File: config.mk
export PLATFORM = sky130hd
export DESIGN_NAME = c16_word_write_bank
export DESIGN_NICKNAME = d
export VERILOG_FILES = /design/src/rtl/c16_bank_pkg.sv /design/src/rtl/decode_4to16.sv /design/src/rtl/c16_word_write_bank.sv
export SDC_FILE = /design/constraint.sdc
export NUM_CORES = 1
export LEC_CHECK = 0
export CAP_MARGIN = 10
export CORE_MARGIN = 5
export CORE_UTILIZATION = 43
export CTS_CLUSTER_DIAMETER = 80
export CTS_CLUSTER_SIZE = 20
export DETAILED_ROUTE_END_ITERATION = 10
export GPL_TIMING_DRIVEN = 0
export PLACE_DENSITY = 0.76
export SLEW_MARGIN = 20
export SYNTH_ARGS = -nofsm -noshare
export SYNTH_HDL_FRONTEND = slang
export SYNTH_SLANG_ARGS = --single-unit
export TNS_END_PERCENT = 30
File: constraint.sdc
create_clock -name clk -period 2.9 [get_ports clk]
set_clock_uncertainty 0.2 [all_clocks]
set_input_delay 0.58 -clock clk [delete_from_list [all_inputs] [get_ports clk]]
set_output_delay 0.58 -clock clk [all_outputs]
set_load 0.05 [all_outputs]
File: src/rtl/c16_bank_pkg.sv
`default_nettype none
// c16_bank_pkg: shared types and constants for the 16-word write bank.
// Rev 1.0
package c16_bank_pkg;

  localparam int WIDTH  = 16;
  localparam int DEPTH  = 16;
  localparam int ADDR_W = 4;

  // Word index helpers
  localparam int FIRST_WORD = 0;
  localparam int LAST_WORD  = DEPTH - 1;

  typedef logic [0:0] state_t;
  localparam state_t IDLE  = 1'b0;
  localparam state_t CLEAR = 1'b1;

endpackage
`default_nettype wire

File: src/rtl/decode_4to16.sv
`default_nettype none
// decode_4to16: one-hot address decoder; all outputs low when en is low.
// Rev 1.0
module decode_4to16
  import c16_bank_pkg::*;
#(
  parameter int ADDR_W = c16_bank_pkg::ADDR_W,
  parameter int DEPTH  = c16_bank_pkg::DEPTH
) (
  input  logic              en,
  input  logic [ADDR_W-1:0] addr,
  output logic [DEPTH-1:0]  sel
);

  always_comb begin
    sel = '0;
    if (en) sel = DEPTH'(1) << addr;
  end

endmodule
`default_nettype wire

File: src/rtl/c16_word_write_bank.sv
`default_nettype none
// c16_word_write_bank: 16x16 word bank with valid/ready writes, sequenced clear
// and per-word written mask. Rev 1.0
module c16_word_write_bank
  import c16_bank_pkg::*;
#(
  parameter int WIDTH  = c16_bank_pkg::WIDTH,
  parameter int DEPTH  = c16_bank_pkg::DEPTH,
  parameter int ADDR_W = c16_bank_pkg::ADDR_W
) (
  input  logic                   clk,
  input  logic                   rst,
  input  logic                   wr_valid,
  output logic                   wr_ready,
  input  logic [ADDR_W-1:0]      wr_addr,
  input  logic [WIDTH-1:0]       wr_data,
  input  logic                   clr_req,
  output logic                   clr_busy,
  output logic                   clr_done,
  output logic [DEPTH*WIDTH-1:0] word_bus,
  output logic [DEPTH-1:0]       valid_mask
);

  localparam logic [ADDR_W-1:0] CNT_LAST = ADDR_W'(DEPTH - 1);

  state_t             state;
  logic [ADDR_W-1:0]  cnt;
  logic [WIDTH-1:0]   words [DEPTH];
  logic [DEPTH-1:0]   wr_sel;
  logic [DEPTH-1:0]   clr_sel;
  logic               wr_fire;

  assign wr_ready = (state == IDLE);
  assign clr_busy = (state == CLEAR);
  assign wr_fire  = wr_valid & wr_ready;

  decode_4to16 #(.ADDR_W(ADDR_W), .DEPTH(DEPTH)) u_wr_dec (
    .en   (wr_fire),
    .addr (wr_addr),
    .sel  (wr_sel)
  );

  decode_4to16 #(.ADDR_W(ADDR_W), .DEPTH(DEPTH)) u_clr_dec (
    .en   (clr_busy),
    .addr (cnt),
    .sel  (clr_sel)
  );

  always_ff @(posedge clk) begin
    if (rst) begin
      state    <= IDLE;
      cnt      <= '0;
      clr_done <= 1'b0;
    end else begin
      clr_done <= 1'b0;
      case (state)
        IDLE: begin
          if (clr_req) begin
            state <= CLEAR;
            cnt   <= '0;
          end
        end
        CLEAR: begin
          // Counter wraps to 0 on the same edge that leaves CLEAR.
          cnt <= cnt + ADDR_W'(1);
          if (cnt == CNT_LAST) begin
            state    <= IDLE;
            clr_done <= 1'b1;
          end
        end
        default: state <= IDLE;
      endcase
    end
  end

  // Write and clear selects are never active together: writes need IDLE, clears need CLEAR.
  generate
    for (genvar i = 0; i < DEPTH; i++) begin : g_word
      always_ff @(posedge clk) begin
        if (rst)             words[i] <= '0;
        else if (clr_sel[i]) words[i] <= '0;
        else if (wr_sel[i])  words[i] <= wr_data;
      end
      assign word_bus[i*WIDTH +: WIDTH] = words[i];
    end
  endgenerate

  always_ff @(posedge clk) begin
    if (rst) valid_mask <= '0;
    else     valid_mask <= (valid_mask & ~clr_sel) | wr_sel;
  end

endmodule
`default_nettype wire

==> flow_summary.html, run 1 <==
<table>
<tr><th>Metric</th><th>Value</th></tr>
<tr><th colspan="2">Clock tree</th></tr>
<tr><td>CTS tree</td><td>yes</td></tr>
<tr><td>Clock Latency Late Sink</td><td>0.49 ns</td></tr>
<tr><td>Worst-path clk slew</td><td>0.09 ns</td></tr>
<tr><td>Number of buffers inserted by post-CTS setup repair</td><td>0</td></tr>
<tr><td>Number of buffers added by the clock tree synthesis step</td><td>17</td></tr>
<tr><td>Cell at the root of the clock tree</td><td>sky130_fd_sc_hd__clkbuf_16</td></tr>
<tr><td>Maximum buffer depth of the clock tree</td><td>3</td></tr>
<tr><td>Hold-fix buffers at CTS</td><td>0</td></tr>
<tr><td>Total of cells resized after clock tree synthesis</td><td>1</td></tr>
<tr><td>CTS H-Tree Depth</td><td>1</td></tr>
<tr><td>Number of clock sinks</td><td>278</td></tr>
<tr><th colspan="2">Placed design</th></tr>
<tr><td>Detailed-placement wirelength estimate</td><td>about 22,000 um</td></tr>
<tr><td>Count of buffers from port buffering</td><td>approximately 300</td></tr>
<tr><td>Routability cong.</td><td>0.831</td></tr>
<tr><td>Instance count after placement with tap cells included</td><td>1,338</td></tr>
<tr><th colspan="2">Logic synthesis</th></tr>
<tr><td>Mean area per synthesized cell</td><td>15.2 sq um</td></tr>
<tr><td>Most used flip-flop cell after synthesis</td><td>sky130_fd_sc_hd__edfxtp_1</td></tr>
<tr><td>Distinct cell type count of the synthesized netlist</td><td>39</td></tr>
<tr><td>Fraction of registers with async set or reset after synthesis</td><td>0%</td></tr>
<tr><td>Cell area after synthesis</td><td>10,700 sq um</td></tr>
<tr><td>Number of instances in the synthesized netlist</td><td>707</td></tr>
<tr><td>Synthesized netlist net count</td><td>737</td></tr>
<tr><td>Seq cells post-synth</td><td>278</td></tr>
<tr><td>Warnings, synthesis</td><td>0</td></tr>
<tr><td>Number of flops mapped to enable cells by yosys</td><td>256</td></tr>
<tr><td>Sequential fraction of the synthesis area</td><td>between 70% and 80%</td></tr>
<tr><th colspan="2">STA</th></tr>
<tr><td>Crit path time final</td><td>2.74 ns</td></tr>
<tr><td>Slew @ Worst Pin</td><td>0.836 ns</td></tr>
<tr><td>Worst slew margin</td><td>44.1%</td></tr>
<tr><td>Final Max Slew Viols</td><td>0</td></tr>
<tr><td>Fmax</td><td>approximately 360 MHz</td></tr>
<tr><td>Setup Viol. Count Final</td><td>0</td></tr>
<tr><td>Setup total negative slack</td><td>0 ns</td></tr>
<tr><td>RSZ-0062 raised after global routing</td><td>false</td></tr>
<tr><td>Final critical-path share of the clock period</td><td>approximately 95%</td></tr>
<tr><td>Fin. Hold Viols</td><td>0</td></tr>
<tr><th colspan="2">Setup path</th></tr>
<tr><td>Worst EP arrival</td><td>1.96 ns</td></tr>
<tr><td>Critical Path Sink</td><td>wr_ready</td></tr>
<tr><td>Largest stage delay, worst path</td><td>around 0.55 ns</td></tr>
<tr><td>Crit path depth</td><td>5</td></tr>
<tr><td>Critical register-to-register path endpoint</td><td>words[0][3]$_SDFFCE_PN0P_</td></tr>
<tr><td>Worst R2R Setup Slack</td><td>roughly 0.48 ns</td></tr>
<tr><td>Worst r2r src</td><td>clr_busy$_SDFF_PP0_</td></tr>
<tr><td>Critical path class</td><td>reg -&gt; out</td></tr>
<tr><td>Launch point of the worst path</td><td>clr_busy$_SDFF_PP0_</td></tr>
<tr><td>List of cells traversed by the critical path</td><td>buf_6, buf_2, buf_2, inv_1, dlygate4sd2_1</td></tr>
<tr><td>Dominant delay contributor by cell family on the critical path</td><td>buffers and inverters</td></tr>
<tr><td>Reg2reg path depth</td><td>5</td></tr>
<tr><td>Critical path fanouts, max</td><td>10</td></tr>
<tr><td>Cell with the largest stage delay on the worst path</td><td>sky130_fd_sc_hd__dlygate4sd2_1</td></tr>
<tr><td>Critical path required time</td><td>2.12 ns</td></tr>
<tr><td>Bufs and invs on worst path</td><td>5</td></tr>
<tr><td>Kind of start point of the critical path</td><td>register</td></tr>
<tr><td>Most Frequent Cell on Critical Path</td><td>sky130_fd_sc_hd__buf_2</td></tr>
<tr><td>CP Capture Type</td><td>primary output</td></tr>
<tr><th colspan="2">Floorplanning</th></tr>
<tr><td>Initial standard-cell utilization of the core</td><td>43.9%</td></tr>
<tr><td>Horizontal die dimension</td><td>168 um</td></tr>
<tr><td>Core Box Area</td><td>24,500 sq um</td></tr>
<tr><td>Number of I/O pins</td><td>299</td></tr>
<tr><td>Die H</td><td>168 um</td></tr>
<tr><td>DIE AREA</td><td>28,300 sq um</td></tr>
<tr><td>Std cell rows</td><td>57</td></tr>
<tr><th colspan="2">Drt</th></tr>
<tr><td>Detailed Route WL</td><td>30,400 um</td></tr>
<tr><td>Residual antenna-violating net count after detailed routing</td><td>0</td></tr>
<tr><td>First-pass detailed-route iteration total</td><td>5</td></tr>
<tr><td>DR WL/cell</td><td>22.2 um</td></tr>
<tr><td>Routed vias/inst</td><td>4.97</td></tr>
<tr><td>Via count</td><td>6,789</td></tr>
<tr><td>Detailed router's first-iteration violation count</td><td>between 500 and 600</td></tr>
<tr><td>Count of unresolved DRC violations after routing</td><td>0</td></tr>
<tr><th colspan="2">Global routing</th></tr>
<tr><td>Initial antenna violation count</td><td>0</td></tr>
<tr><td>Via count of the first global-routing pass</td><td>6,848</td></tr>
<tr><td>Global-route wire length before repair</td><td>around 44,000 um</td></tr>
<tr><td>Largest net degree at the start of global routing</td><td>22</td></tr>
<tr><td>Global-route usage over all layers</td><td>20.8%</td></tr>
<tr><td>Global route total overflow</td><td>0</td></tr>
<tr><th colspan="2">Power</th></tr>
<tr><td>Share of total power in combinational logic</td><td>15.8%</td></tr>
<tr><td>Power density over the cells</td><td>558 nW/um^2</td></tr>
<tr><td>Fraction of power consumed by the clock network</td><td>28.7%</td></tr>
<tr><td>Leakage power of the design</td><td>a little over 0.005 uW</td></tr>
<tr><td>P_sw</td><td>2240 uW</td></tr>
<tr><td>Sequential group share of total power</td><td>55.5%</td></tr>
<tr><td>Pint</td><td>about 6000 uW</td></tr>
<tr><td>Switching power share of the total</td><td>between 20% and 30%</td></tr>
<tr><td>Maximum resistive drop on vdd</td><td>roughly 0.00042 V</td></tr>
<tr><th colspan="2">Cells and area</th></tr>
<tr><td>Number of antenna diodes</td><td>0</td></tr>
<tr><td>Number of nets at the end of the flow</td><td>about 1,100</td></tr>
<tr><td>Share of final-layout standard cells stronger than drive strength 1</td><td>14.0%</td></tr>
<tr><td>Relative area change from synthesis to final layout</td><td>37.6%</td></tr>
<tr><td>Non-filler instance count after layout</td><td>1,366</td></tr>
<tr><td>Layout Utilization</td><td>about three fifths</td></tr>
<tr><td>Filler cells</td><td>1,818</td></tr>
<tr><th colspan="2">Hold path</th></tr>
<tr><td>Worst min path class</td><td>reg -&gt; reg</td></tr>
<tr><th colspan="2">Status</th></tr>
<tr><td>Run status</td><td>completed</td></tr>
<tr><th colspan="2">Job</th></tr>
<tr><td>Max capacitance violation total</td><td>0</td></tr>
</table>
[layer usage]
metal	track usage [%]	share of wire [%]	up-vias
met5	0	0	-
met4	5.08	2.6	0
met3	6.35	10	48
met2	36.0	50	319
met1	25.8	38	3301
li1	-	-	3121
[area by class of cell]
cell class                      count  area [sq um]  area share, %
Multi-Input combinational cell    388          2440           16.5
Timing Repair Buffer              307          3110           21.0
Clock buffer                       28           477           3.22
Tap cell                          324           405           2.74
Buffer                             37           213           1.44
Inverter                            4          15.0          0.102
Sequential cell                   278          8130           55.0
[stage by stage]
| step | hold WS [ns] | total power [uW] | worst slack, ns | cell area, sq um |
|---|---|---|---|---|
| after floorplan | 0.301 | 5440 | -0.161 | 10700 |
| after global placement | 0.233 | 5950 | -1.71 | 14100 |
| after detailed placement | 0.244 | 5980 | -0.330 | 14300 |
| after CTS | 0.265 | 8290 | 0.144 | 14800 |
| after global routing | 0.286 | 8530 | 0.0195 | 14800 |
| final | 0.265 | 8250 | 0.155 | 14800 |
[logic make-up (layout without fill, tap and decap cells)]
group	Yosys count	after routing	synth area share, %
fa+ha+maj	6	6	0.698
simple gates	332	332	18.4
flops	278	278	75.6
compound gates	49	49	3.04
buf+inv	41	376	2.12
mux	1	1	0.0931
[synth_stat cells (2+ instances only)]
master / count / area [sq um]
sky130_fd_sc_hd__dfxtp_1: 22 / 440
sky130_fd_sc_hd__o21ai_0: 12 / 60.1
sky130_fd_sc_hd__nand2b_1: 5 / 31.3
sky130_fd_sc_hd__inv_1: 4 / 15.0
sky130_fd_sc_hd__clkbuf_1: 9 / 33.8
sky130_fd_sc_hd__buf_4: 2 / 15.0
sky130_fd_sc_hd__o2bb2ai_1: 5 / 43.8
sky130_fd_sc_hd__nor2_1: 93 / 349
sky130_fd_sc_hd__nand3b_1: 3 / 22.5
sky130_fd_sc_hd__nand2_1: 28 / 105
sky130_fd_sc_hd__edfxtp_1: 256 / 7690
sky130_fd_sc_hd__buf_6: 3 / 33.8
sky130_fd_sc_hd__nor2_2: 63 / 394
sky130_fd_sc_hd__buf_2: 21 / 105
sky130_fd_sc_hd__a21oi_1: 6 / 30.0
sky130_fd_sc_hd__a21o_1: 7 / 52.6
sky130_fd_sc_hd__and3_1: 3 / 18.8
sky130_fd_sc_hd__and2_1: 112 / 701
sky130_fd_sc_hd__nand4bb_1: 2 / 22.5
sky130_fd_sc_hd__a31oi_1: 12 / 75.1
sky130_fd_sc_hd__nor2b_1: 4 / 25.0
sky130_fd_sc_hd__nand2_8: 10 / 200
sky130_fd_sc_hd__ha_1: 6 / 75.1
sky130_fd_sc_hd__a2bb2o_1: 4 / 40.0
[power by group through the flow]
stage          Sequential [uW]  Combinational [uW]  Clock, uW
3_3_place_gp              4680                1270          0
4_1_cts                   4580                1310       2400
5_1_grt                   4590                1340       2590
6_report                  4580                1300       2370
3_5_place_dp              4670                1310          0
2_1_floorplan             5260                 188          0
[how the worst min path moves through the flow]
stage / endpoint / cells past startpoint / start / slack [ns]
2_1_floorplan: cnt[3]$_SDFFE_PP0P_ / 2 / cnt[1]$_SDFFE_PP0P_ / 0.30
3_3_place_gp: valid_mask[3]$_SDFF_PP0_ / 1 / valid_mask[3]$_SDFF_PP0_ / 0.23
3_5_place_dp: valid_mask[3]$_SDFF_PP0_ / 1 / valid_mask[3]$_SDFF_PP0_ / 0.24
4_1_cts: valid_mask[3]$_SDFF_PP0_ / 1 / valid_mask[3]$_SDFF_PP0_ / 0.27
5_1_grt: valid_mask[11]$_SDFF_PP0_ / 3 / rst / 0.29
6_report: valid_mask[3]$_SDFF_PP0_ / 1 / valid_mask[3]$_SDFF_PP0_ / 0.26
[placed cells by master, fill, tap and decap left out, drive strengths merged, types with 2 or more instances in the layout]
| cell | Yosys | layout |
|---|---|---|
| dfxtp | 22 | 22 |
| clkdlybuf4s50 | 0 | 294 |
| a21oi | 6 | 6 |
| nor3b | 2 | 2 |
| a2bb2o | 4 | 4 |
| nand2 | 38 | 38 |
| nand3b | 3 | 3 |
| o21ai | 12 | 12 |
| and3 | 3 | 3 |
| nand2b | 5 | 5 |
| a21o | 7 | 7 |
| edfxtp | 256 | 256 |
| a31oi | 12 | 12 |
| nor2b | 4 | 4 |
| clkbuf | 10 | 38 |
| nor2 | 156 | 156 |
| buf | 27 | 39 |
| and2 | 112 | 112 |
| inv | 4 | 4 |
| ha | 6 | 6 |
| nand4bb | 2 | 2 |
| o2bb2ai | 5 | 5 |
[sequential cells by signal, summed over array words and instances, names as in the netlist]
register,cells
valid_mask,16
clr_done,1
cnt,4
words,256
clr_busy,1
(Power assumes the default switching activity.)
==> run 2, diff against run 1 <==
--- a/config.mk
+++ b/config.mk
@@ -13,6 +13,7 @@
 export DETAILED_ROUTE_END_ITERATION = 10
 export GPL_TIMING_DRIVEN = 0
 export PLACE_DENSITY = 0.76
+export SKIP_LAST_GASP = 1
 export SLEW_MARGIN = 20
 export SYNTH_ARGS = -nofsm -noshare
 export SYNTH_HDL_FRONTEND = slang
==> results of run 2 <==
Final layout, timing and power as in run 1 (identical DEF).
==> run 3, diff against run 2 <==
--- a/config.mk
+++ b/config.mk
@@ -5,7 +5,9 @@
 export SDC_FILE = /design/constraint.sdc
 export NUM_CORES = 1
 export LEC_CHECK = 0
+export ABC_CLOCK_PERIOD_IN_PS = 2900
 export CAP_MARGIN = 10
+export CORE_ASPECT_RATIO = 1.5
 export CORE_MARGIN = 5
 export CORE_UTILIZATION = 43
 export CTS_CLUSTER_DIAMETER = 80
==> run 3 against run 2 <==
Core utilization down 1.1 points. Maximum frequency grew 0.50%. Clock-buffer cell count stayed put. Largest cell class unchanged. Wire length decreased by 0.61%. Register-to-register slack better by 0.05 ns. Hold slack lost 0.0082 ns. Non-clock buffer count is 3 lower. Sequential power about the same. Clock power about the same. Global-route usage fell by 0.31 points.
==> flow_summary.html, run 3 (synthesis results as in run 1) <==
<table>
<tr><th>Metric</th><th>Value</th></tr>
<tr><th colspan="2">Cells and area</th></tr>
<tr><td>Number of nets at the end of the flow</td><td>1,060</td></tr>
<tr><td>Layout Utilization</td><td>59.3%</td></tr>
<tr><td>Most frequent cells in the layout</td><td>294 x sky130_fd_sc_hd__clkdlybuf4s50_1, 256 x sky130_fd_sc_hd__edfxtp_1, 112 x sky130_fd_sc_hd__and2_1</td></tr>
<tr><td>Register with the highest flop count</td><td>words</td></tr>
<tr><td>Number of flip-flops in the largest register</td><td>256</td></tr>
<tr><td>Biggest regs</td><td>words (256), valid_mask (16), cnt (4)</td></tr>
<tr><td>Relative area change from synthesis to final layout</td><td>37.2%</td></tr>
<tr><td>Most common cell after layout, fill and taps aside</td><td>sky130_fd_sc_hd__clkdlybuf4s50_1</td></tr>
<tr><td>Share of final-layout standard cells stronger than drive strength 1</td><td>13.7%</td></tr>
<tr><th colspan="2">STA</th></tr>
<tr><td>Fin. Hold Viols</td><td>0</td></tr>
<tr><td>Fmax</td><td>between 300 and 400 MHz</td></tr>
<tr><td>Setup Viol. Count Final</td><td>0</td></tr>
<tr><td>Setup total negative slack</td><td>0 ns</td></tr>
<tr><td>Slew @ Worst Pin</td><td>0.827 ns</td></tr>
<tr><td>Worst slew margin</td><td>44.7%</td></tr>
<tr><td>Final critical-path share of the clock period</td><td>94.2%</td></tr>
<tr><td>Crit path time final</td><td>2.73 ns</td></tr>
<tr><td>RSZ-0062 raised after global routing</td><td>false</td></tr>
<tr><td>Final Max Slew Viols</td><td>0</td></tr>
<tr><th colspan="2">Floorplanning</th></tr>
<tr><td>Core Box Area</td><td>between 20,000 and 25,000 sq um</td></tr>
<tr><td>Number of I/O pins</td><td>299</td></tr>
<tr><td>Horizontal die dimension</td><td>139 um</td></tr>
<tr><td>DIE AREA</td><td>between 20,000 and 30,000 sq um</td></tr>
<tr><td>Initial standard-cell utilization of the core</td><td>approximately 43%</td></tr>
<tr><td>Std cell rows</td><td>between 70 and 80</td></tr>
<tr><td>Die H</td><td>between 200 and 250 um</td></tr>
<tr><th colspan="2">Status</th></tr>
<tr><td>Run status</td><td>completed</td></tr>
<tr><th colspan="2">Clock tree</th></tr>
<tr><td>CTS tree</td><td>yes</td></tr>
<tr><td>CTS H-Tree Depth</td><td>1</td></tr>
<tr><td>Number of clock sinks</td><td>278</td></tr>
<tr><td>Hold-fix buffers at CTS</td><td>0</td></tr>
<tr><td>Worst-path clk slew</td><td>0.08 ns</td></tr>
<tr><td>Number of buffers inserted by post-CTS setup repair</td><td>0</td></tr>
<tr><td>Maximum buffer depth of the clock tree</td><td>3</td></tr>
<tr><td>Number of buffers added by the clock tree synthesis step</td><td>17</td></tr>
<tr><td>Cell at the root of the clock tree</td><td>sky130_fd_sc_hd__clkbuf_16</td></tr>
<tr><td>Clock Latency Late Sink</td><td>0.48 ns</td></tr>
<tr><th colspan="2">Power</th></tr>
<tr><td>Leakage power of the design</td><td>a little over 0.005 uW</td></tr>
<tr><td>Power density over the cells</td><td>~560 nW/um^2</td></tr>
<tr><td>Total power</td><td>8230 uW</td></tr>
<tr><td>Maximum resistive drop on vdd</td><td>0.000543 V</td></tr>
<tr><th colspan="2">Hold path</th></tr>
<tr><td>Worst min path class</td><td>reg -&gt; reg</td></tr>
<tr><th colspan="2">Setup path</th></tr>
<tr><td>Critical path fanouts, max</td><td>10</td></tr>
<tr><td>Worst EP arrival</td><td>1.95 ns</td></tr>
<tr><td>Critical path class</td><td>reg -&gt; out</td></tr>
<tr><td>Kind of start point of the critical path</td><td>register</td></tr>
<tr><td>CP Capture Type</td><td>primary output</td></tr>
<tr><td>Critical path required time</td><td>2.12 ns</td></tr>
<tr><th colspan="2">Global routing</th></tr>
<tr><td>Global route total overflow</td><td>0</td></tr>
<tr><td>Largest net degree at the start of global routing</td><td>22</td></tr>
<tr><td>Global-route usage over all layers</td><td>20.5%</td></tr>
<tr><td>Global-route wire length before repair</td><td>43,200 um</td></tr>
<tr><td>Initial antenna violation count</td><td>2</td></tr>
<tr><td>Via count of the first global-routing pass</td><td>~6,700</td></tr>
<tr><th colspan="2">Placed design</th></tr>
<tr><td>Count of buffers from port buffering</td><td>295</td></tr>
<tr><td>Detailed-placement wirelength estimate</td><td>22,600 um</td></tr>
<tr><td>Routability cong.</td><td>0.818</td></tr>
<tr><th colspan="2">Job</th></tr>
<tr><td>Max capacitance violation total</td><td>0</td></tr>
<tr><th colspan="2">Drt</th></tr>
<tr><td>Count of unresolved DRC violations after routing</td><td>0</td></tr>
<tr><td>First-pass detailed-route iteration total</td><td>5</td></tr>
<tr><td>Detailed Route WL</td><td>between 30,000 and 40,000 um</td></tr>
<tr><td>DR WL/cell</td><td>between 20 and 25 um</td></tr>
<tr><td>Residual antenna-violating net count after detailed routing</td><td>0</td></tr>
<tr><td>Detailed router's first-iteration violation count</td><td>416</td></tr>
<tr><td>Routed vias/inst</td><td>roughly 4.9</td></tr>
<tr><td>Via count</td><td>6,780</td></tr>
</table>
[run 3: cell types whose count changed in the layout (fill, tap and decap cells not counted)]
cell / previous run / this run
sky130_fd_sc_hd__buf_8: 6 / 3
sky130_fd_sc_hd__clkbuf_1: 19 / 20
sky130_fd_sc_hd__inv_6: 0 / 1
sky130_fd_sc_hd__clkinv_1: 0 / 1
sky130_fd_sc_hd__diode_2: 0 / 1
sky130_fd_sc_hd__clkbuf_8: 1 / 0
[run 3: area by class of cell]
| class | count | area (sq um) |
|---|---|---|
| Multi-Input combinational cell | 388 | 2440 |
| Fill cell | 1984 | 10100 |
| Timing Repair Buffer | 304 | 3060 |
| Clock inverter | 2 | 12.5 |
| Clock buffer | 28 | 467 |
| Tap cell | 328 | 410 |
| Antenna cell | 1 | 2.50 |
| Sequential cell | 278 | 8130 |
| Buffer | 37 | 213 |
| Inverter | 4 | 15.0 |
[run 3: where the power goes]
part	total [uW]	internal, uW	switching, uW
clock	2360	1110	1240
combinational	1300	352	946
sequential	4580	4530	50.3
[run 3: what timing repair did]
action | in CTS | in global routing
gates resized for setup | 1 | 0
hold endpoints to repair | 0 | 0
endpoints found under the setup margin | 1 | 0
[run 3: per-layer routing]
| metal | part of all wire [%] | track usage [%] | routed length [um] | vias to the layer above |
|---|---|---|---|---|
| li1 | - | - | - | 3122 |
| met1 | 35 | 22.0 | 10500 | 3358 |
| met2 | 55 | 39.0 | 16600 | 231 |
| met3 | 6.5 | 4.53 | 1960 | 67 |
| met4 | 4.0 | 7.97 | 1200 | 2 |
| met5 | 0.043 | 0 | 13 | - |
[run 3: stage by stage]
step                      instance area, sq um  std cells  hold slack, ns  worst slack (ns)
after floorplan                          10700        707           0.301            -0.161
after global placement                   14100       1330           0.234             -1.68
after detailed placement                 14300       1339           0.240            -0.325
after CTS                                14700       1369           0.259             0.162
after global routing                     14700       1370           0.283            0.0632
final                                    14700       1370           0.256             0.169
[run 3: critical path, cell delays in order (launching register included)]
cell and delay, ns:
sky130_fd_sc_hd__dfxtp_1 0.32, sky130_fd_sc_hd__buf_6 0.14, sky130_fd_sc_hd__buf_2 0.18, sky130_fd_sc_hd__buf_2 0.20
sky130_fd_sc_hd__inv_1 0.07, sky130_fd_sc_hd__dlygate4sd2_1 0.55
[run 3: worst paths after layout]
kind,slack [ns],startpoint,cells after the start,endpoint
worst max register to register,0.53,cnt[0]$_SDFFE_PP0P_,4,words[1][45]$_SDFFCE_PN0P_
worst min register to register,0.26,valid_mask[13]$_SDFF_PP0_,1,valid_mask[13]$_SDFF_PP0_
worst min-delay path,0.26,valid_mask[13]$_SDFF_PP0_,1,valid_mask[13]$_SDFF_PP0_
worst max-delay path,0.17,clr_busy$_SDFF_PP0_,5,wr_ready
